[src/rtl/rvj1_soc_pkg.sv]
// rvj1_soc_pkg: bus FSM encoding, arbitration modes and the default SoC memory map
package rvj1_soc_pkg;
    typedef enum logic [1:0] {ST_IDLE, ST_ACTIVE, ST_ERR} wb_state_e;
    localparam int ARB_FIXED = 0;
    localparam int ARB_RR    = 1;
    localparam logic [31:0] IRAM_BASE = 32'h3000_0000;
    localparam logic [31:0] DRAM_BASE = 32'h3000_4000;
    localparam logic [31:0] UART_BASE = 32'h3000_8000;
    localparam logic [31:0] MAP_MASK  = 32'hFFFF_C000;
    localparam logic [95:0] DEFAULT_BASE = {UART_BASE, DRAM_BASE, IRAM_BASE};
    localparam logic [95:0] DEFAULT_MASK = {3{MAP_MASK}};
endpackage

[src/rtl/rvj1_wb_arbiter.sv]
// rvj1_wb_arbiter: two-request grant, fixed priority or round robin with last-grant state
module rvj1_wb_arbiter
    import rvj1_soc_pkg::*;
#(
    parameter int ARB_MODE = ARB_FIXED
) (
    input  logic       clk_i,
    input  logic       rst_ni,
    input  logic [1:0] req_i,
    input  logic       en_i,
    output logic [1:0] gnt_o
);
    logic last_q;
    // last_q = 1 means m1 won the previous arbitration, so m0 takes the next tie
    assign gnt_o = (ARB_MODE == ARB_RR && &req_i) ? (last_q ? 2'b01 : 2'b10)
                                                  : (req_i[0] ? 2'b01 : req_i);
    always_ff @(posedge clk_i or negedge rst_ni)
        if (!rst_ni) last_q <= 1'b1;
        else if (en_i && |req_i) last_q <= gnt_o[1];
endmodule

[src/rtl/rvj1_wb_intercon.sv]
// rvj1_wb_intercon: two-master Wishbone interconnect with address decode, error and watchdog
module rvj1_wb_intercon
    import rvj1_soc_pkg::*;
#(
    parameter int                    NSLAVES        = 3,
    parameter logic [NSLAVES*32-1:0] SLAVE_BASE     = DEFAULT_BASE,
    parameter logic [NSLAVES*32-1:0] SLAVE_MASK     = DEFAULT_MASK,
    parameter int                    ARB_MODE       = ARB_FIXED,
    parameter int                    TIMEOUT_CYCLES = 255
) (
    input  logic                    wb_clk_i,
    input  logic                    wb_rstn_i,
    input  logic                    m0_cyc_i,
    input  logic                    m0_stb_i,
    input  logic                    m0_we_i,
    input  logic [3:0]              m0_sel_i,
    input  logic [31:0]             m0_adr_i,
    input  logic [31:0]             m0_dat_i,
    output logic                    m0_ack_o,
    output logic                    m0_err_o,
    output logic [31:0]             m0_dat_o,
    input  logic                    m1_cyc_i,
    input  logic                    m1_stb_i,
    input  logic                    m1_we_i,
    input  logic [3:0]              m1_sel_i,
    input  logic [31:0]             m1_adr_i,
    input  logic [31:0]             m1_dat_i,
    output logic                    m1_ack_o,
    output logic                    m1_err_o,
    output logic [31:0]             m1_dat_o,
    output logic [NSLAVES-1:0]      s_cyc_o,
    output logic [NSLAVES-1:0]      s_stb_o,
    output logic                    s_we_o,
    output logic [3:0]              s_sel_o,
    output logic [31:0]             s_adr_o,
    output logic [31:0]             s_dat_o,
    input  logic [NSLAVES-1:0]      s_ack_i,
    input  logic [NSLAVES*32-1:0]   s_dat_i
);
    wb_state_e          state_q;
    logic [1:0]         gnt_q, gnt, req;
    logic [NSLAVES-1:0] sel_q, dec;
    logic [15:0]        cnt_q;
    logic               active, g1, m_cyc, m_stb, ack_raw, ack, tmo, cyc_on, err;
    logic [31:0]        rdat;

    // one-hot of the lowest-indexed matching slave, zero on a miss
    function automatic logic [NSLAVES-1:0] decode(input logic [31:0] adr);
        decode = '0;
        for (int i = NSLAVES - 1; i >= 0; i--)
            if ((adr & SLAVE_MASK[i*32 +: 32]) == (SLAVE_BASE[i*32 +: 32] & SLAVE_MASK[i*32 +: 32]))
                decode = NSLAVES'(1) << i;
    endfunction

    assign req = {m1_cyc_i & m1_stb_i, m0_cyc_i & m0_stb_i};
    rvj1_wb_arbiter #(.ARB_MODE(ARB_MODE)) u_arb (
        .clk_i (wb_clk_i),
        .rst_ni(wb_rstn_i),
        .req_i (req),
        .en_i  (state_q == ST_IDLE),
        .gnt_o (gnt)
    );
    assign dec     = decode(gnt[1] ? m1_adr_i : m0_adr_i);
    assign active  = state_q == ST_ACTIVE;
    assign g1      = gnt_q[1];
    assign m_cyc   = g1 ? m1_cyc_i : m0_cyc_i;
    assign m_stb   = g1 ? m1_stb_i : m0_stb_i;
    assign ack_raw = |(s_ack_i & sel_q);
    assign ack     = active && m_cyc && ack_raw;
    // an ack arriving on the watchdog limit still wins
    assign tmo     = active && m_cyc && !ack_raw && cnt_q == 16'(TIMEOUT_CYCLES);
    assign cyc_on  = active && m_cyc && !tmo;
    assign err     = state_q == ST_ERR || tmo;
    assign s_cyc_o = cyc_on ? sel_q : '0;
    assign s_stb_o = (cyc_on && m_stb) ? sel_q : '0;
    assign s_we_o  = active && (g1 ? m1_we_i : m0_we_i);
    assign s_sel_o = active ? (g1 ? m1_sel_i : m0_sel_i) : '0;
    assign s_adr_o = active ? (g1 ? m1_adr_i : m0_adr_i) : '0;
    assign s_dat_o = active ? (g1 ? m1_dat_i : m0_dat_i) : '0;
    always_comb begin
        rdat = '0;
        for (int i = 0; i < NSLAVES; i++) rdat |= sel_q[i] ? s_dat_i[i*32 +: 32] : '0;
    end
    assign m0_ack_o = ack && gnt_q[0];
    assign m1_ack_o = ack && gnt_q[1];
    assign m0_err_o = err && gnt_q[0];
    assign m1_err_o = err && gnt_q[1];
    assign m0_dat_o = (active && gnt_q[0]) ? rdat : '0;
    assign m1_dat_o = (active && gnt_q[1]) ? rdat : '0;

    always_ff @(posedge wb_clk_i or negedge wb_rstn_i)
        if (!wb_rstn_i) begin
            state_q <= ST_IDLE;
            gnt_q   <= '0;
            sel_q   <= '0;
            cnt_q   <= '0;
        end else case (state_q)
            ST_IDLE: if (|req) begin
                gnt_q   <= gnt;
                sel_q   <= dec;
                cnt_q   <= '0;
                state_q <= |dec ? ST_ACTIVE : ST_ERR;
            end
            ST_ACTIVE: begin
                cnt_q <= cnt_q + 16'd1;
                if (!m_cyc || ack || tmo) begin
                    state_q <= ST_IDLE;
                    gnt_q   <= '0;
                    sel_q   <= '0;
                end
            end
            default: begin
                state_q <= ST_IDLE;
                gnt_q   <= '0;
            end
        endcase
endmodule

[config.mk]
export PLATFORM = sky130hd
export DESIGN_NAME = rvj1_wb_intercon
export DESIGN_NICKNAME = d
export VERILOG_FILES = /design/src/rtl/rvj1_soc_pkg.sv /design/src/rtl/rvj1_wb_arbiter.sv /design/src/rtl/rvj1_wb_intercon.sv
export SDC_FILE = /design/constraint.sdc
export NUM_CORES = 1
export LEC_CHECK = 0
export BUFFER_PORTS_ARGS = -buffer_cell sky130_fd_sc_hd__buf_2
export CAP_MARGIN = 15
export CORE_AREA = 2 2 149 151
export DETAILED_ROUTE_END_ITERATION = 7
export DIE_AREA = 0 0 151 153
export PLACE_DENSITY = 0.43
export SLEW_MARGIN = 30
export SYNTH_ARGS = -nofsm -noshare
export SYNTH_HDL_FRONTEND = slang
export SYNTH_HIERARCHICAL = 1
export SYNTH_SLANG_ARGS = --single-unit
export TNS_END_PERCENT = 1
[constraint.sdc]
create_clock -name wb_clk_i -period 5.13 [get_ports wb_clk_i]
set_clock_uncertainty 0.15 [all_clocks]
set_input_delay 1.026 -clock wb_clk_i [delete_from_list [all_inputs] [get_ports wb_clk_i]]
set_output_delay 1.026 -clock wb_clk_i [all_outputs]
set_load 0.03 [all_outputs]
Word-level counts from Yosys, hierarchy flattened --
Index checks and enable logic that the tools add are counted.
Operators by class: $add $sub $neg 1, eq/ne operators 8, muxes and demuxes 32, bitwise logic cells 5, reduce and logical (&&, ||, !) cells 27
Operators by type and width (number):
- $mux W32 | 10
- $or A32 B32 Y32 | 2
- $eq A18 B16 Y1 const B | 3
- $pmux W16 S2 | 1
- $mux W3 | 7
- $add A16 B1 Y16 const B | 1
- $eq A16 B8 Y1 const B | 1
- $mux W16 | 1
- $logic_and A1 B1 Y1 | 13
- $mux W2 | 5
- $mux W4 | 2
- $pmux W2 S2 | 2
- $pmux W3 S2 | 1
- $reduce_or A3 Y1 | 2
- $reduce_and A2 Y1 | 2
- $and A3 B3 Y3 | 1
- $logic_not A1 Y1 | 3
- $logic_or A1 B1 Y1 | 3
- $mux W1 | 3
- $reduce_and A3 Y1 | 1
- $and A1 B1 Y1 | 2
- $eq A2 B1 Y1 const B | 1
- $eq A2 B2 Y1 const B | 1
- $logic_not A2 Y1 | 1
- other kinds (4) | 4
Storage, ports and cells: register bits 23, word-level logic and storage cells 77

Logic depth before layout (Yosys ltp) --
Gate-level depths: netlist (run 1).
word-level depth 11, mapped depth 7

Cells and area by module --
The synthesis (run 1) kept the hierarchy.
By module, submodules not included:
- rvj1_wb_intercon | instances 1, cells an instance 433, area each 3116.7 µm², sequential area each 575.6 µm²
- rvj1_wb_arbiter | instances 1, cells an instance 2, area each 21.3 µm², sequential area each 0.0 µm²

Worst setup path after synthesis (run 1) --
No wires, ideal clock.
path kind in2out, from input port s_ack_i[0], to output port m0_err_o, arrival time 2.222 ns, slack 1.732 ns, cell stages on the path 4, path buffers 0, cell sequence a222oi_1 > nand3_2 > o22ai_1 > and2_1
On the way: longest elaborated chain between the ends 7
RTL lines:
- from (decl) | RTL line rvj1_wb_intercon.sv:37 | input logic [NSLAVES-1:0] s_ack_i,
- $and A3 B3 Y3 | RTL line rvj1_wb_intercon.sv:68 | assign ack_raw = |(s_ack_i & sel_q);
- $reduce_or A3 Y1 | RTL line rvj1_wb_intercon.sv:68
- $logic_not A1 Y1 | RTL line rvj1_wb_intercon.sv:71 | assign tmo = active && m_cyc && !ack_raw && cnt_q == 16'(TIMEOUT_CYCLES);
- $logic_and A1 B1 Y1 (2 in a row) | RTL line rvj1_wb_intercon.sv:71
- $logic_or A1 B1 Y1 | RTL line rvj1_wb_intercon.sv:73 | assign err = state_q == ST_ERR || tmo;
- $logic_and A1 B1 Y1 | RTL line rvj1_wb_intercon.sv:86 | assign m0_err_o = err && gnt_q[0];
- to (decl) | RTL line rvj1_wb_intercon.sv:20 | output logic m0_err_o,
No other way between the ends.

Worst setup path in the final report (run 1) --
from input port s_ack_i[0], to output port m1_err_o
On the way: longest elaborated chain between the ends 7
RTL lines:
- $and A3 B3 Y3 | RTL line rvj1_wb_intercon.sv:68
- $reduce_or A3 Y1 | RTL line rvj1_wb_intercon.sv:68
- $logic_not A1 Y1 | RTL line rvj1_wb_intercon.sv:71
- $logic_and A1 B1 Y1 (2 in a row) | RTL line rvj1_wb_intercon.sv:71
- $logic_or A1 B1 Y1 | RTL line rvj1_wb_intercon.sv:73
- $logic_and A1 B1 Y1 | RTL line rvj1_wb_intercon.sv:87 | assign m1_err_o = err && gnt_q[1];
- to (decl) | RTL line rvj1_wb_intercon.sv:29 | output logic m1_err_o,
No other way between the ends.

==> load_flow_metrics.sql, run 1 <==
INSERT INTO impl_metrics (metric_group, metric, value, unit) VALUES
('run_status', 'outcome', 'finished, final reports clean', ''),
('clocking', 'clock_sinks', '23', ''),
('setup_path', 'required_time_worst_endpoint', '3.95', 'ns'),
('detailed_routing', 'via_to_cell_ratio', '4.44', ''),
('global_route', 'globalRouteOverflowTotal', '0', ''),
('detailed_routing', 'route.final.wire_length', '18800', 'um'),
('floorplan', 'die_height', '153', 'um'),
('detailed_routing', 'drt_pre_antenna_iters', '6', ''),
('setup_path', 'worst_r2r_path_depth', '4', ''),
('synth', 'synthDistinctLibCells', '48', ''),
('setup_path', 'criticalPathCategory', 'in2out', ''),
('cells_and_area', 'fraction_of_final_layout_cells_with_drive_strength_greater_than_1', '51.6', '%'),
('setup_path', 'cp-end-kind', 'output port', ''),
('min_path', 'hold-path-cell-count', '1', ''),
('sta', 'rsz_0062_raised_after_global_routing', 'no', ''),
('sta', 'setup_total_negative_slack', '0', 'ns'),
('setup_path', 'reg2reg_from', 'state_q[1]', ''),
('synth', 'synth_largest_area_cell', 'sky130_fd_sc_hd__mux2i_1', ''),
('sta', 'maxClockFrequency', '261', 'MHz'),
('sta', 'final_cycle_share', '74.7', '%'),
('clocking', 'worstSkewPairLatency', '0.26', 'ns'),
('cells_and_area', 'fin_nets', '1039', ''),
('synth', 'yosys_warnings', '6', ''),
('sta', 'slew_at_the_pin_closest_to_its_max_slew_limit', '0.789', 'ns'),
('power', 'p_per_area', '104', 'mW/mm2'),
('synth', 'yosys_register_bits', '23', ''),
('global_route', 'grt_pass1_vias', '4815', ''),
('synth', 'synth_top_area_share', '23.0', '%'),
('cells_and_area', 'ff_latch_area', '579', 'um2'),
('synth', 'synth_edf_count', '0', ''),
('detailed_routing', 'maxUsedRoutingLayer', 'met5', ''),
('min_path', 'worstHoldEndpoint', 'cnt_q[15]', ''),
('clocking', 'tritoncts', 'yes', ''),
('detailed_routing', 'route.met3.wl', '1410', 'um'),
('detailed_routing', 'drt_first_iter_violations', '274', ''),
('sta', 'timing.hold.ws', '0.337', 'ns'),
('min_path', 'hold_class', 'reg2reg', ''),
('clocking', 'cts.repair.resized', '0', ''),
('floorplan', 'floorplan.initialDensity', '14.6', '%'),
('setup_path', 'r2r_slack', '2.82', 'ns'),
('synth', 'ys_async_sr_fraction', '100', '%'),
('clocking', 'cts_htree_levels', '1', ''),
('synth', 'synthesis.nets', '679', ''),
('setup_path', 'timing.rr.end', 'cnt_q[15]', ''),
('clocking', 'cts.reportedPaths.clkPinSlew', '0.06', 'ns'),
('detailed_routing', 'met1_length', '6990', 'um'),
('synth', 'ys_top_cells_by_area', 'sky130_fd_sc_hd__mux2i_1 (23%), sky130_fd_sc_hd__dfrtp_1 (18%), sky130_fd_sc_hd__nor2_1 (17%), sky130_fd_sc_hd__a222oi_1 (11%), sky130_fd_sc_hd__clkbuf_1 (3.2%)', ''),
('sta', 'fin_crit', '3.83', 'ns'),
('cells_and_area', 'final_common_cell', 'sky130_fd_sc_hd__buf_2', ''),
('setup_path', 'worstPathMaxFanout', '5', ''),
('floorplan', 'fp-row-count', '54', ''),
('global_route', 'grt_first_pass_wirelength', '27300', 'um'),
('job', 'drv_cap', '0', ''),
('setup_path', 'critPathLaunchType', 'input port', ''),
('clocking', 'root_buffer', 'sky130_fd_sc_hd__clkbuf_16', ''),
('floorplan', 'die-width', '151', 'um'),
('placement', 'place_hpwl', '16200', 'um'),
('detailed_routing', 'routed-via-count', '4793', ''),
('clocking', 'ctsLongestPathBuffers', '2', ''),
('synth', 'mappedNetlistArea', '0.00314', 'mm2'),
('clocking', 'numCtsBuffers', '3', ''),
('power', 'p_leak', '2.74', 'nW'),
('global_route', 'grt_max_degree', '44', ''),
('synth', 'syn_inst', '435', ''),
('global_route', 'grt_util_all_layers', '15.2', '%'),
('detailed_routing', 'wl_per_cell', '17.4', 'um'),
('min_path', 'min_from', 'cnt_q[15]', ''),
('cells_and_area', 'layout-area-overhead-vs-synth', '72.6', '%'),
('clocking', 'postCtsHoldBufs', '0', ''),
('cells_and_area', 'utilization', '25.2', '%'),
('detailed_routing', 'routed-wl-met2', '10100', 'um');
## state kept, by name, indices dropped and copies added, names as in the netlist
signal,flops
cnt_q,16
state_q,2
gnt_q,2
sel_q,3
## kinds of logic after synthesis
| family | synth area share [%] |
|---|---|
| AND/OR/NAND/NOR | 30.7 |
| buffers and inverters | 6.54 |
| AO/OA/AOI/OAI | 19.7 |
| XOR/XNOR | 0.279 |
| multiplexers | 24.0 |
| flip-flops | 18.3 |
| adder cells (fa/ha/maj) | 0.399 |
## critical path, cell delays in order
cell and delay [ns]:
sky130_fd_sc_hd__buf_2 0.10, sky130_fd_sc_hd__a222oi_1 0.64, sky130_fd_sc_hd__buf_4 0.26, sky130_fd_sc_hd__nand3_2 0.11, sky130_fd_sc_hd__o22ai_1 0.19, sky130_fd_sc_hd__and2_1 0.15, sky130_fd_sc_hd__buf_2 0.19
## stage by stage
| stage | cells | setup WS (ns) | instance area, um2 | power (mW) |
|---|---|---|---|---|
| after floorplan | 435 | 1.73 | 3140 | 0.274 |
| after global placement | 1069 | 1.27 | 5310 | 0.395 |
| after detailed placement | 1070 | 1.29 | 5320 | 0.395 |
| after CTS | 1074 | 1.28 | 5400 | 0.567 |
| after global routing | 1079 | 1.22 | 5420 | 0.596 |
| final | 1079 | 1.30 | 5420 | 0.564 |
## cells in the mapped netlist (3+ instances only)
master                       n
sky130_fd_sc_hd__inv_1       4
sky130_fd_sc_hd__nor2_1    139
sky130_fd_sc_hd__a21oi_1     5
sky130_fd_sc_hd__buf_2       8
sky130_fd_sc_hd__mux2i_1    72
sky130_fd_sc_hd__buf_6       3
sky130_fd_sc_hd__and2_1     11
sky130_fd_sc_hd__dfrtp_1    23
sky130_fd_sc_hd__nand4_1     4
sky130_fd_sc_hd__o21ai_0    15
sky130_fd_sc_hd__nor3b_1     3
sky130_fd_sc_hd__a22o_1      6
sky130_fd_sc_hd__a222oi_1   34
sky130_fd_sc_hd__clkbuf_1   27
sky130_fd_sc_hd__nor4_1      3
sky130_fd_sc_hd__mux2_2      3
sky130_fd_sc_hd__nand3_1    11
sky130_fd_sc_hd__nand2_1    18
sky130_fd_sc_hd__nor3_1      8
## power breakdown
part | internal (mW) | switching [mW] | total [mW]
registers | 0.185 | 0.0101 | 0.195
clock network | 0.106 | 0.0681 | 0.174
logic | 0.109 | 0.0851 | 0.194
## area by class of cell
| cell class | count | area share [%] |
|---|---|---|
| Clock buffer | 4 | 1.46 |
| Inverter | 4 | 0.277 |
| Multi-Input combinational cell | 367 | 43.8 |
| Sequential cell | 23 | 10.7 |
| Antenna cell | 5 | 0.231 |
| Timing Repair Buffer | 396 | 37.1 |
| Tap cell | 280 | 6.47 |
## per-layer routing
metal,global-route usage [%],vias to the layer above
li1,-,2331
met1,16.1,2173
met2,30.0,275
met3,2.21,12
met4,5.30,2
met5,0,-
## how the worst max path moves through the flow
stage	from	end	slack, ns	cells past startpoint
CTS	s_ack_i[0]	m1_err_o	1.28	7
global placement	s_ack_i[0]	m0_err_o	1.27	7
global route	s_ack_i[0]	m0_err_o	1.22	7
floorplan	s_ack_i[0]	m0_err_o	1.73	4
finish	s_ack_i[0]	m1_err_o	1.30	7
detailed placement	s_ack_i[0]	m1_err_o	1.29	7
Power figures use the tool's default switching activity.
==> run 2, diff against run 1 <==
Settings changed: ABC_AREA set to 1, PLACE_DENSITY 0.43 to 0.46.
Clock period 5.13 ns to 4 ns, I/O delays scaled along.
==> load_flow_metrics.sql, run 2 <==
INSERT INTO impl_metrics (metric_group, metric, value, unit) VALUES
('run_status', 'outcome', 'finished, final reports clean', ''),
('global_route', 'grt_max_degree', '81', ''),
('cells_and_area', 'max_flop_register', 'cnt_q', ''),
('floorplan', 'die_height', '153', 'um'),
('global_route', 'globalRouteOverflowTotal', '0', ''),
('synth', 'ys_top_cells_by_area', 'sky130_fd_sc_hd__nand2_1 (33%), sky130_fd_sc_hd__dfrtp_1 (15%), sky130_fd_sc_hd__inv_1 (11%), sky130_fd_sc_hd__a21oi_1 (9.9%), sky130_fd_sc_hd__nand3_1 (6.9%)', ''),
('synth', 'synthDistinctLibCells', '36', ''),
('sta', 'maxSlewHeadroom', '47.7', '%'),
('clocking', 'numCtsBuffers', '3', ''),
('synth', 'synthesis.nets', '1018', ''),
('power', 'totalPowerFinal', '0.798', 'mW'),
('synth', 'yosys_register_bits', '23', ''),
('placement', 'place.port_buffers', '385', ''),
('synth', 'yosys_warnings', '6', ''),
('synth', 'synth-simple-area-share', '51.3', '%'),
('floorplan', 'die_area', '0.0231', 'mm2'),
('min_path', 'hold_class', 'reg2reg', ''),
('setup_path', 'arrival', '2.39', 'ns'),
('job', 'drv_cap', '0', ''),
('cells_and_area', 'utilization', '28.3', '%'),
('power', 'peakVddDrop', '0.150', 'mV'),
('sta', 'slew_at_the_pin_closest_to_its_max_slew_limit', '0.785', 'ns'),
('synth', 'synthesis.area_per_instance', '4.99', 'um2'),
('synth', 'synth_top_area_share', '33.2', '%'),
('global_route', 'initial_antenna_violation_count', '3', ''),
('detailed_routing', 'via_to_cell_ratio', '4.26', ''),
('detailed_routing', 'route.final.wire_length', '22500', 'um'),
('sta', 'finalMaxSlewViolations', '0', ''),
('clocking', 'cts_setup_buffers', '0', ''),
('synth', 'synth_largest_area_cell', 'sky130_fd_sc_hd__nand2_1', ''),
('sta', 'report.final.hold_viol_count', '0', ''),
('clocking', 'postCtsHoldBufs', '0', ''),
('clocking', 'root_buffer', 'sky130_fd_sc_hd__clkbuf_16', ''),
('setup_path', 'cp-end-kind', 'output port', ''),
('synth', 'synth-adder-area-share', '0.324', '%'),
('sta', 'rsz_0062_raised_after_global_routing', 'no', ''),
('setup_path', 'worstPathMaxFanout', '80', ''),
('global_route', 'grt_first_pass_wirelength', '33100', 'um'),
('synth', 'synth_flop_cell', 'sky130_fd_sc_hd__dfrtp_1', ''),
('sta', 'fin_crit', '3.34', 'ns'),
('global_route', 'grt_util_all_layers', '18.6', '%'),
('clocking', 'clock_sinks', '23', ''),
('clocking', 'tritoncts', 'yes', ''),
('power', 'p_per_area', '131', 'mW/mm2'),
('synth', 'combinational_family_with_the_most_area_after_synthesis', 'simple AND/OR/NAND/NOR gates', ''),
('detailed_routing', 'drt_pre_antenna_iters', '5', ''),
('sta', 'maxClockFrequency', '300', 'MHz'),
('sta', 'timing.final.setup_violations', '0', ''),
('cells_and_area', 'largest_register_ffs', '16', ''),
('sta', 'final_cycle_share', '83.4', '%'),
('floorplan', 'core_area', '0.0215', 'mm2'),
('detailed_routing', 'postRouteAntennaNets', '0', ''),
('clocking', 'cts_htree_levels', '1', ''),
('sta', 'finalWorstSetupSlack', '0.663', 'ns'),
('global_route', 'grt_pass1_vias', '5719', ''),
('floorplan', 'design.portCount', '386', ''),
('placement', 'post_placement_setup_slack', '0.958', 'ns'),
('sta', 'setup_total_negative_slack', '0', 'ns'),
('synth', 'ys_async_sr_fraction', '100', '%'),
('setup_path', 'criticalPathCategory', 'reg2out', ''),
('synth', 'synth_sequential_area_ratio', '14.9', '%'),
('cells_and_area', 'top_regs', 'cnt_q: 16 flops, sel_q: 3 flops', ''),
('floorplan', 'fp-row-count', '54', ''),
('cells_and_area', 'mostFrequentLayoutCells', 'sky130_fd_sc_hd__buf_2 (385), sky130_fd_sc_hd__nand2_1 (341), sky130_fd_sc_hd__inv_1 (115)', ''),
('synth', 'mappedNetlistArea', '0.00386', 'mm2'),
('detailed_routing', 'wl_per_cell', '15.9', 'um'),
('clocking', 'cts.reportedPaths.clkPinSlew', '0.06', 'ns'),
('clocking', 'ctsLongestPathBuffers', '2', ''),
('power', 'p_leak', '4.05', 'nW'),
('synth', 'synth_top_cells_by_count', 'sky130_fd_sc_hd__nand2_1 (341), sky130_fd_sc_hd__inv_1 (115), sky130_fd_sc_hd__a21oi_1 (76)', ''),
('synth', 'synthXorXnorAreaFrac', '0.227', '%'),
('detailed_routing', 'routed-via-count', '6014', ''),
('synth', 'yosys-mux-area-fraction', '0', '%'),
('detailed_routing', 'drt_first_iter_violations', '320', ''),
('synth', 'synth.most_common_cell', 'sky130_fd_sc_hd__nand2_1', ''),
('clocking', 'cts.repair.resized', '0', ''),
('cells_and_area', 'fraction_of_final_layout_cells_with_drive_strength_greater_than_1', '38.5', '%'),
('placement', 'place_hpwl', '18800', 'um'),
('clocking', 'worstSkewPairLatency', '0.26', 'ns'),
('placement', 'routabilityCongestion', '0.880', ''),
('cells_and_area', 'fin_nets', '1373', ''),
('floorplan', 'die-width', '151', 'um'),
('setup_path', 'r2r_slack', '1.93', 'ns'),
('setup_path', 'critPathLaunchType', 'register', ''),
('setup_path', 'required_time_worst_endpoint', '3.05', 'ns'),
('cells_and_area', 'layout-area-overhead-vs-synth', '57.7', '%'),
('synth', 'synth_edf_count', '0', ''),
('cells_and_area', 'final_common_cell', 'sky130_fd_sc_hd__buf_2', ''),
('synth', 'syn_inst', '774', ''),
('floorplan', 'floorplan.initialDensity', '18.0', '%'),
('detailed_routing', 'remaining_drc_errors', '0', ''),
('synth', 'synthesized_area_fraction_occupied_by_ao_oa_aoi_and_oai_cells', '16.2', '%');
-- run 2: critical path, stage by stage (launching register included) --
cell and delay (ns):
sky130_fd_sc_hd__dfrtp_2 0.41, sky130_fd_sc_hd__buf_4 0.63, sky130_fd_sc_hd__nand2_1 0.10, sky130_fd_sc_hd__nand2_1 0.14
sky130_fd_sc_hd__nand2_4 0.06, sky130_fd_sc_hd__nor2_4 0.13, sky130_fd_sc_hd__nand2_2 0.14, sky130_fd_sc_hd__nand2_1 0.23
sky130_fd_sc_hd__nor2_1 0.08, sky130_fd_sc_hd__buf_2 0.21
-- run 2: final timing paths --
| check | start | to | depth (start not counted) |
|---|---|---|---|
| worst max-delay path | gnt_q[1] | s_cyc_o[1] | 9 |
| worst min-delay path | gnt_q[0] | gnt_q[0] | 2 |
| worst max register to register | gnt_q[1] | gnt_q[1] | 9 |
| worst min register to register | gnt_q[0] | gnt_q[0] | 2 |
| max in group asynchronous | wb_rstn_i | gnt_q[1] | 1 |
| min in group asynchronous | wb_rstn_i | cnt_q[10] | 1 |
-- run 2: report_power, final --
group / total [mW] / internal [mW] / leakage, nW / switching [mW]
Combinational: 0.330 / 0.136 / 3.70 / 0.194
Sequential: 0.247 / 0.239 / 0.315 / 0.00843
Clock: 0.220 / 0.136 / 0.0382 / 0.0837
-- run 2: area by class of cell --
type	instances	area [um2]
diodes	4	10.0
clock buffers	4	78.8
fillers	2541	15400
inverters	119	447
multi-input cells	588	2630
flip-flops and latches	23	577
well taps	280	350
repair buffers	394	1990
-- run 2: kinds of logic after synthesis --
| logic type | Yosys count |
|---|---|
| xor+xnor | 1 |
| buf+inv | 163 |
| fa+ha+maj | 1 |
| compound gates | 114 |
| flops | 23 |
| simple gates | 472 |
-- run 2: metal layers --
metal | wire (um) | track usage [%] | vias to the layer above | share of wire (%)
met5 | 0 | 0 | - | 0
met4 | 461 | 4.72 | 0 | 2.1
met3 | 1910 | 3.67 | 24 | 8.5
met2 | 10000 | 29.6 | 271 | 45
met1 | 10100 | 25.6 | 2641 | 45
li1 | - | - | 3078 | -
-- run 2: metrics by stage --
step | instance area (um2) | instances | hold WS [ns]
final | 6090 | 1412 | 0.334
after global routing | 6080 | 1411 | 0.390
after floorplan | 3860 | 774 | 0.292
after global placement | 6000 | 1404 | 0.305
after CTS | 6080 | 1408 | 0.338
after detailed placement | 6000 | 1404 | 0.323
